`config.mk`:
```
export PLATFORM = sky130hd
export DESIGN_NAME = window_trend_counter
export DESIGN_NICKNAME = d
export VERILOG_FILES = /design/src/rtl/trend_pkg.sv /design/src/rtl/sample_delay.sv /design/src/rtl/window_trend_counter.sv
export SDC_FILE = /design/constraint.sdc
export NUM_CORES = 1
export LEC_CHECK = 0
export ABC_AREA = 0
export CORE_MARGIN = 8
export CORE_UTILIZATION = 45
export CTS_CLUSTER_SIZE = 16
export DETAILED_ROUTE_END_ITERATION = 10
export MAX_ROUTING_LAYER = met4
export PLACE_DENSITY = 0.65
export SYNTH_ARGS = -nofsm -noshare
export SYNTH_HDL_FRONTEND = slang
export SYNTH_SLANG_ARGS = --single-unit
export TNS_END_PERCENT = 100
```
`constraint.sdc`:
```
create_clock -name clk -period 8.96 [get_ports clk]
set_input_delay 1.344 -clock clk [delete_from_list [all_inputs] [get_ports clk]]
set_output_delay 1.344 -clock clk [all_outputs]
set_load 0.01 [all_outputs]
```
`src/rtl/trend_pkg.sv`:
```
// Shared trend-select encoding and match rule for the window trend counter.
package trend_pkg;

    typedef logic [1:0] trend_mode_t;

    localparam trend_mode_t MODE_INC  = 2'b00;
    localparam trend_mode_t MODE_DEC  = 2'b01;
    localparam trend_mode_t MODE_EQ   = 2'b10;
    localparam trend_mode_t MODE_RSVD = 2'b11;

    // Decide whether one comparison outcome counts under the selected trend.
    // The magnitude compare is done by the caller so this stays width-free.
    function automatic logic trend_hit(
        input trend_mode_t mode,
        input logic        gt,
        input logic        lt,
        input logic        eq
    );
        logic hit;
        case (mode)
            MODE_INC: hit = gt;
            MODE_DEC: hit = lt;
            MODE_EQ:  hit = eq;
            default:  hit = 1'b0;
        endcase
        return hit;
    endfunction

endpackage

```
`src/rtl/sample_delay.sv`:
```
// Ring-buffer delay line: dout is the entry written DEPTH writes ago.
module sample_delay #(
    parameter int WIDTH = 32,
    parameter int DEPTH = 3
) (
    input  logic             clk,
    input  logic             reset,
    input  logic             wr_en,
    input  logic [WIDTH-1:0] din,
    output logic [WIDTH-1:0] dout
);

    localparam int PTR_W = (DEPTH > 1) ? $clog2(DEPTH) : 1;
    localparam logic [PTR_W-1:0] PTR_LAST = PTR_W'(DEPTH - 1);

    logic [WIDTH-1:0] mem_q [DEPTH];
    logic [PTR_W-1:0] ptr_q;
    logic [PTR_W-1:0] ptr_d;

    // Next write slot, wrapping at DEPTH-1 so any depth works.
    always_comb begin
        ptr_d = (ptr_q == PTR_LAST) ? '0 : ptr_q + 1'b1;
    end

    // Write pointer advances once per accepted sample.
    always_ff @(posedge clk) begin
        if (reset) begin
            ptr_q <= '0;
        end else if (wr_en) begin
            ptr_q <= ptr_d;
        end
    end

    // Storage array written at the current slot after its old value is read.
    // NOTE: the array carries no reset; stale contents are masked by the
    // owner's fill counter, so clearing it would only cost flops.
    always_ff @(posedge clk) begin
        if (wr_en) begin
            mem_q[ptr_q] <= din;
        end
    end

    // Read address equals write address: the slot about to be overwritten
    // holds the oldest sample.
    assign dout = mem_q[ptr_q];

endmodule

```
`src/rtl/window_trend_counter.sv`:
```
// Counts accepted samples that rise, fall or stay equal relative to the
// sample accepted WINDOW positions earlier.
module window_trend_counter
    import trend_pkg::*;
#(
    parameter int WIDTH       = 32,
    parameter int WINDOW      = 3,
    parameter int COUNT_WIDTH = 32
) (
    input  logic                   clk,
    input  logic                   reset,
    input  logic                   enable,
    input  logic [WIDTH-1:0]       value,
    input  trend_mode_t            mode,
    output logic [COUNT_WIDTH-1:0] solution,
    output logic                   primed,
    output logic                   saturated
);

    localparam int FILL_W = $clog2(WINDOW + 1);
    localparam logic [FILL_W-1:0] FILL_FULL = FILL_W'(WINDOW);

    logic [WIDTH-1:0]       old_value;
    logic [FILL_W-1:0]      fill_q, fill_d;
    logic [COUNT_WIDTH-1:0] solution_q, solution_d;
    logic                   primed_q, primed_d;
    logic                   saturated_q, saturated_d;
    logic                   run_phase;
    logic                   hit;

    sample_delay #(
        .WIDTH (WIDTH),
        .DEPTH (WINDOW)
    ) u_delay (
        .clk   (clk),
        .reset (reset),
        .wr_en (enable & ~reset),
        .din   (value),
        .dout  (old_value)
    );

    // Next-state logic: fill the line first, then compare and count.
    // NOTE: every combinational output is given a default up front so no
    // path through the block can leave a latch behind.
    always_comb begin
        fill_d      = fill_q;
        solution_d  = solution_q;
        saturated_d = saturated_q;
        run_phase   = (fill_q == FILL_FULL);
        hit         = run_phase && trend_hit(mode,
                                             value > old_value,
                                             value < old_value,
                                             value == old_value);
        if (enable) begin
            if (!run_phase) begin
                fill_d = fill_q + 1'b1;
            end
            if (hit) begin
                if (&solution_q) begin
                    saturated_d = 1'b1;
                end else begin
                    solution_d = solution_q + 1'b1;
                end
            end
        end
        primed_d = (fill_d == FILL_FULL);
    end

    // State registers; reset wins over a sample presented in the same cycle.
    // NOTE: sequential state uses non-blocking assignments only, so every
    // register samples the pre-edge values of the others.
    always_ff @(posedge clk) begin
        if (reset) begin
            fill_q      <= '0;
            solution_q  <= '0;
            primed_q    <= 1'b0;
            saturated_q <= 1'b0;
        end else begin
            fill_q      <= fill_d;
            solution_q  <= solution_d;
            primed_q    <= primed_d;
            saturated_q <= saturated_d;
        end
    end

    assign solution  = solution_q;
    assign primed    = primed_q;
    assign saturated = saturated_q;

endmodule

```
### After elaboration in Yosys (flattened, before gate mapping)

Memories as Yosys holds them, arrays and structs flattened. A register that Yosys moved wholly into a read port is not among the register bits.
Cells that the tools add are included.
Widths: inputs -> output; s select.

| word-level totals | value |
|---|---|
| input port bits | 37 |
| word-level logic and storage cells | 33 |
| bits in writable memories | 96 |
| output and inout bits | 34 |
| memories | 1 |
| bits in registers | 38 |

| operators by class | value |
|---|---|
| bitwise gates (word level) | 3 |
| multiplexer cells | 8 |
| equal/unequal tests | 6 |
| add/sub/neg operators | 3 |
| magnitude comparators | 2 |
| reductions and logical operators | 5 |

Memories:

| name | words | bits a word | read ports | clocked after memory_dff | write ports | RTL line | source |
|---|---|---|---|---|---|---|---|
| u_delay.mem_q | 3 | 32 | 1 | 1 | 1 | sample_delay.sv:16 | `logic [WIDTH-1:0] mem_q [DEPTH];` |

Operator list:

| operator | number |
|---|---|
| $reduce_and 34->1 | 1 |
| $add 32x1->32 const B | 1 |
| $eq 32x32->1 | 1 |
| $gt 32x32->1 | 1 |
| $lt 32x32->1 | 1 |
| $reduce_and 32->1 | 1 |
| $mux 2 | 5 |
| $eq 2x2->1 const B | 4 |
| $add 2x1->2 const B | 2 |
| $pmux 1 s3 | 1 |
| $reduce_and 3->1 | 1 |
| $eq 2x1->1 const B | 1 |
| $logic_not 2->1 | 1 |
| $mux 1 | 2 |
| $not 1->1 | 2 |
| $and 1x1->1 | 1 |
| $logic_and 1x1->1 | 1 |

### Depth between registers and ports, before layout

| depth | value |
|---|---|
| word-level depth | 4 |
| mapped depth | 18 |

### Hierarchy

From an unflattened synthesis, not the netlist that was laid out.

| unflattened totals | value |
|---|---|
| cells, all modules | 546 |
| area total of the unflattened synthesis | 6312.3 um2 |

Modules (own cells, without submodules):

| module | cells each | times used | area each (um2) | seq. area each (um2) |
|---|---|---|---|---|
| sample_delay | 215 | 1 | 3736.1 | 2962.8 |
| window_trend_counter | 331 | 1 | 2576.2 | 720.7 |

### Worst setup path before layout

OpenSTA, ideal clock, no wires.

| timing path | value |
|---|---|
| kind | input to register |
| start | input reset |
| end | memory u_delay.mem_q[0][0], enable pin |
| arrival | 5099 ps |
| cell stages on the path | 3 |
| slack | 3348 ps |
| library setup time | 513 ps |
| cells stage by stage | clkbuf_1 clkbuf_1 nor4b_1 |

| between the ends | value |
|---|---|
| longest elaborated chain between the ends | 4 |

Ends and longest elaborated chain:

| what | RTL line | source |
|---|---|---|
| start, declared | window_trend_counter.sv:11 | `input logic reset,` |
| $not 1->1 | window_trend_counter.sv:37 | `.wr_en (enable & ~reset),` |
| $and 1x1->1 | window_trend_counter.sv:37 |  |
| $mux 1 | sample_delay.sv:38 | `if (wr_en) begin` |
| $mux 1 (implied by the code) | sample_delay.sv:39 | `mem_q[ptr_q] <= din;` |
| end, declared | sample_delay.sv:16 |  |

No other way between the ends.

==> results.toml <==
[clock_tree]
cts_root_buffer = "clkbuf_16"
cts.clk_slew.worst_paths_ns = 0.06
cts_resized = 0
clock_latency_ns = 0.42
cts_sinks = 136
postCtsSetupBuffers = 0
hold_buffers = 0
cts_made_buffers = 17
htree_levels = 4
cts_tree = "yes"
ctsLongestPathBuffers = 2

[final_layout]
antennaDiodeCount = 0
final_common_cell = "edfxtp_1"
drive_gt1_share_pct = 10.4
fill_cells = 1147
final_nets = 660
area.growth.synth_to_final_pct = 22.9
instances_no_fill = 783
final_cell_mix = "96 x edfxtp_1, 70 x clkdlybuf4s50_1, 65 x a21oi_1"

[power]
ir_worst_vdd_mv = 0.132
leakagePower_uw = 0.00273
power-per-cell-area_nw_per_um2 = 198
p_total_uw = 1530

[grt]
grt_pass1_wl_um = 21400
grt_antenna_before_repair = 0
grt-ovfl-total = 0
track_usage_pct = 15.7
grt_start_max_net_pins = 65
grt_pass1_vias = 4159

[sta]
holdWs_ns = 0.512
tightest_slew_ns = 1.15
finalSetupViolCount = 0
rsz0062_at_grt = "no"
finalMaxSlewViolations = 0
skew_ns = 0.0115
period_share_pct = 48.0
hold_violations = 0
clock.fmax_ghz = 0.232
relSlewSlack_pct = 23.0
tns_ns = 0
period_minus_slack_ns = 4.30

[synth]
async_flop_share_pct = 0
yosys_most_used_dff = "edfxtp_1"
netlist_area_um2 = 6320
synth_cells = 522
ys_ff_latch = 136
syn-mean-instance-area_um2 = 12.1
synth_warnings = 0
synth_edf_count = 96
synth_top_cell_by_area = "edfxtp_1"
synth_top_cell_area_share_pct = 45.6
synth_nets = 592
synth_area_leaders = "edfxtp_1 46%, dfxtp_1 13%, ha_1 6.5%"
synth_cell_types = 62
synth-seq-area-share_pct = 58.3

[detailed_routing]
avgRoutedWirePerCell_um = 16.8
drt-pass1-iter-count = 4
route.vias.total = 4273
top_layer = "met4"
vias_per_cell = 5.46
drtIter0Drc = 223
drt-total-wl_um = 13200
drc = 0
wl_met3_um = 656
wl_met2_um = 6260
met1Wirelength_um = 6110
ant_nets = 0

[die]
pin_count = 71
fp.dieH_um = 135
rows = 43
chipWidth_um = 135
core_area_um2 = 13800
dieArea_um2 = 18100
initial_core_util_pct = 45.7

[min_path]
hold_path_class = "flop to flop"

[critical_path]
start_kind = "flop"
worstSetupPathType = "flop to flop"
endpoint_kind = "flop"
arrival_ns = 4.59
path_max_fanout = 38
cp.required_ns = 9.25

[run]
maxCapViolations = 0

[placed_design]
dp_hpwl_um = 8730
numPortBuffers = 70
routabilityCongestion = 0.796
placed_cells = 751

[run_status]
status = "complete, no violations"
-- worst max-delay path, cell delays in order, from the launching register on --
cell	delay [ns]
dfxtp_2	1.05
mux2i_1	0.18
nor2_1	0.13
a21oi_1	0.07
ha_1	0.37
nand4_2	0.14
nor4_2	0.43
o21ai_1	0.13
a31oi_1	0.32
nor4_1	0.09
or3_1	0.46
o21ai_2	0.16
buf_4	0.34
mux2i_1	0.22
nor2_1	0.05
-- layout make-up --
| class | count | area (um2) | share of cell area (%) |
|---|---|---|---|
| multi-input cells | 355 | 2490 | 32.1 |
| inverters | 5 | 18.8 | 0.242 |
| clock inverters | 12 | 150 | 1.93 |
| well taps | 180 | 225 | 2.90 |
| repair buffers | 75 | 738 | 9.50 |
| flip-flops and latches | 136 | 3690 | 47.4 |
| clock buffers | 20 | 458 | 5.89 |
-- power by group --
| part | internal (uW) | switching (uW) | total (uW) |
|---|---|---|---|
| clock network | 452 | 258 | 710 |
| logic | 56.5 | 63.0 | 120 |
| registers | 689 | 16.2 | 705 |
| total | 1200 | 337 | 1530 |
-- synth_stat cells (11+ instances only) --
library cell and n:
edfxtp_1 96, a21oi_1 65, nor2_1 54, dfxtp_1 40
mux2i_1 35, ha_1 33, nand2_1 26, o21ai_1 16
or3_1 16, nand3_1 13, clkbuf_1 11
-- metrics by stage --
stage                     setup WS (ns)  cell area [um2]  utilization (%)
after floorplan                    3.35             6320                -
after global placement             4.37             7160             51.8
after detailed placement           4.31             7160             51.8
after CTS                          4.59             7770             56.2
after global routing               4.29             7770             56.2
final                              4.66             7770             56.2
-- per-layer routing --
metal / up-vias / GRT usage [%]
met4: 0 / 5.80
met2: 117 / 24.2
met3: 16 / 4.49
li1: 2108 / -
met5: - / -
met1: 2032 / 19.2
-- cells by family (layout without fill, tap and decap cells) --
| logic type | Yosys count | after routing | share of synthesized area [%] |
|---|---|---|---|
| and+or+nand+nor | 166 | 166 | 14.8 |
| DFF | 136 | 136 | 58.3 |
| AOI/OAI and AO/OA | 111 | 111 | 10.2 |
| muxes | 40 | 40 | 6.61 |
| adders and majority gates | 33 | 33 | 6.53 |
| buffers and inverters | 31 | 112 | 2.83 |
| xor gates and xnor gates | 5 | 5 | 0.693 |
-- sequential cells by signal, indices dropped and copies added, names as in the netlist, named ones only --
register,flops
saturated,1
u_delay.ptr_q,2
fill_q,2
u_delay.mem_q,96
solution,32
primed,1
-- worst paths after layout --
check	startpoint	to	slack (ns)	cells after the start
max reg2reg	flop	solution[1]	4.66	14
min	saturated	saturated	0.51	2
max	flop	solution[1]	4.66	14
min reg2reg	saturated	saturated	0.51	2
(Power assumes the default switching activity.)
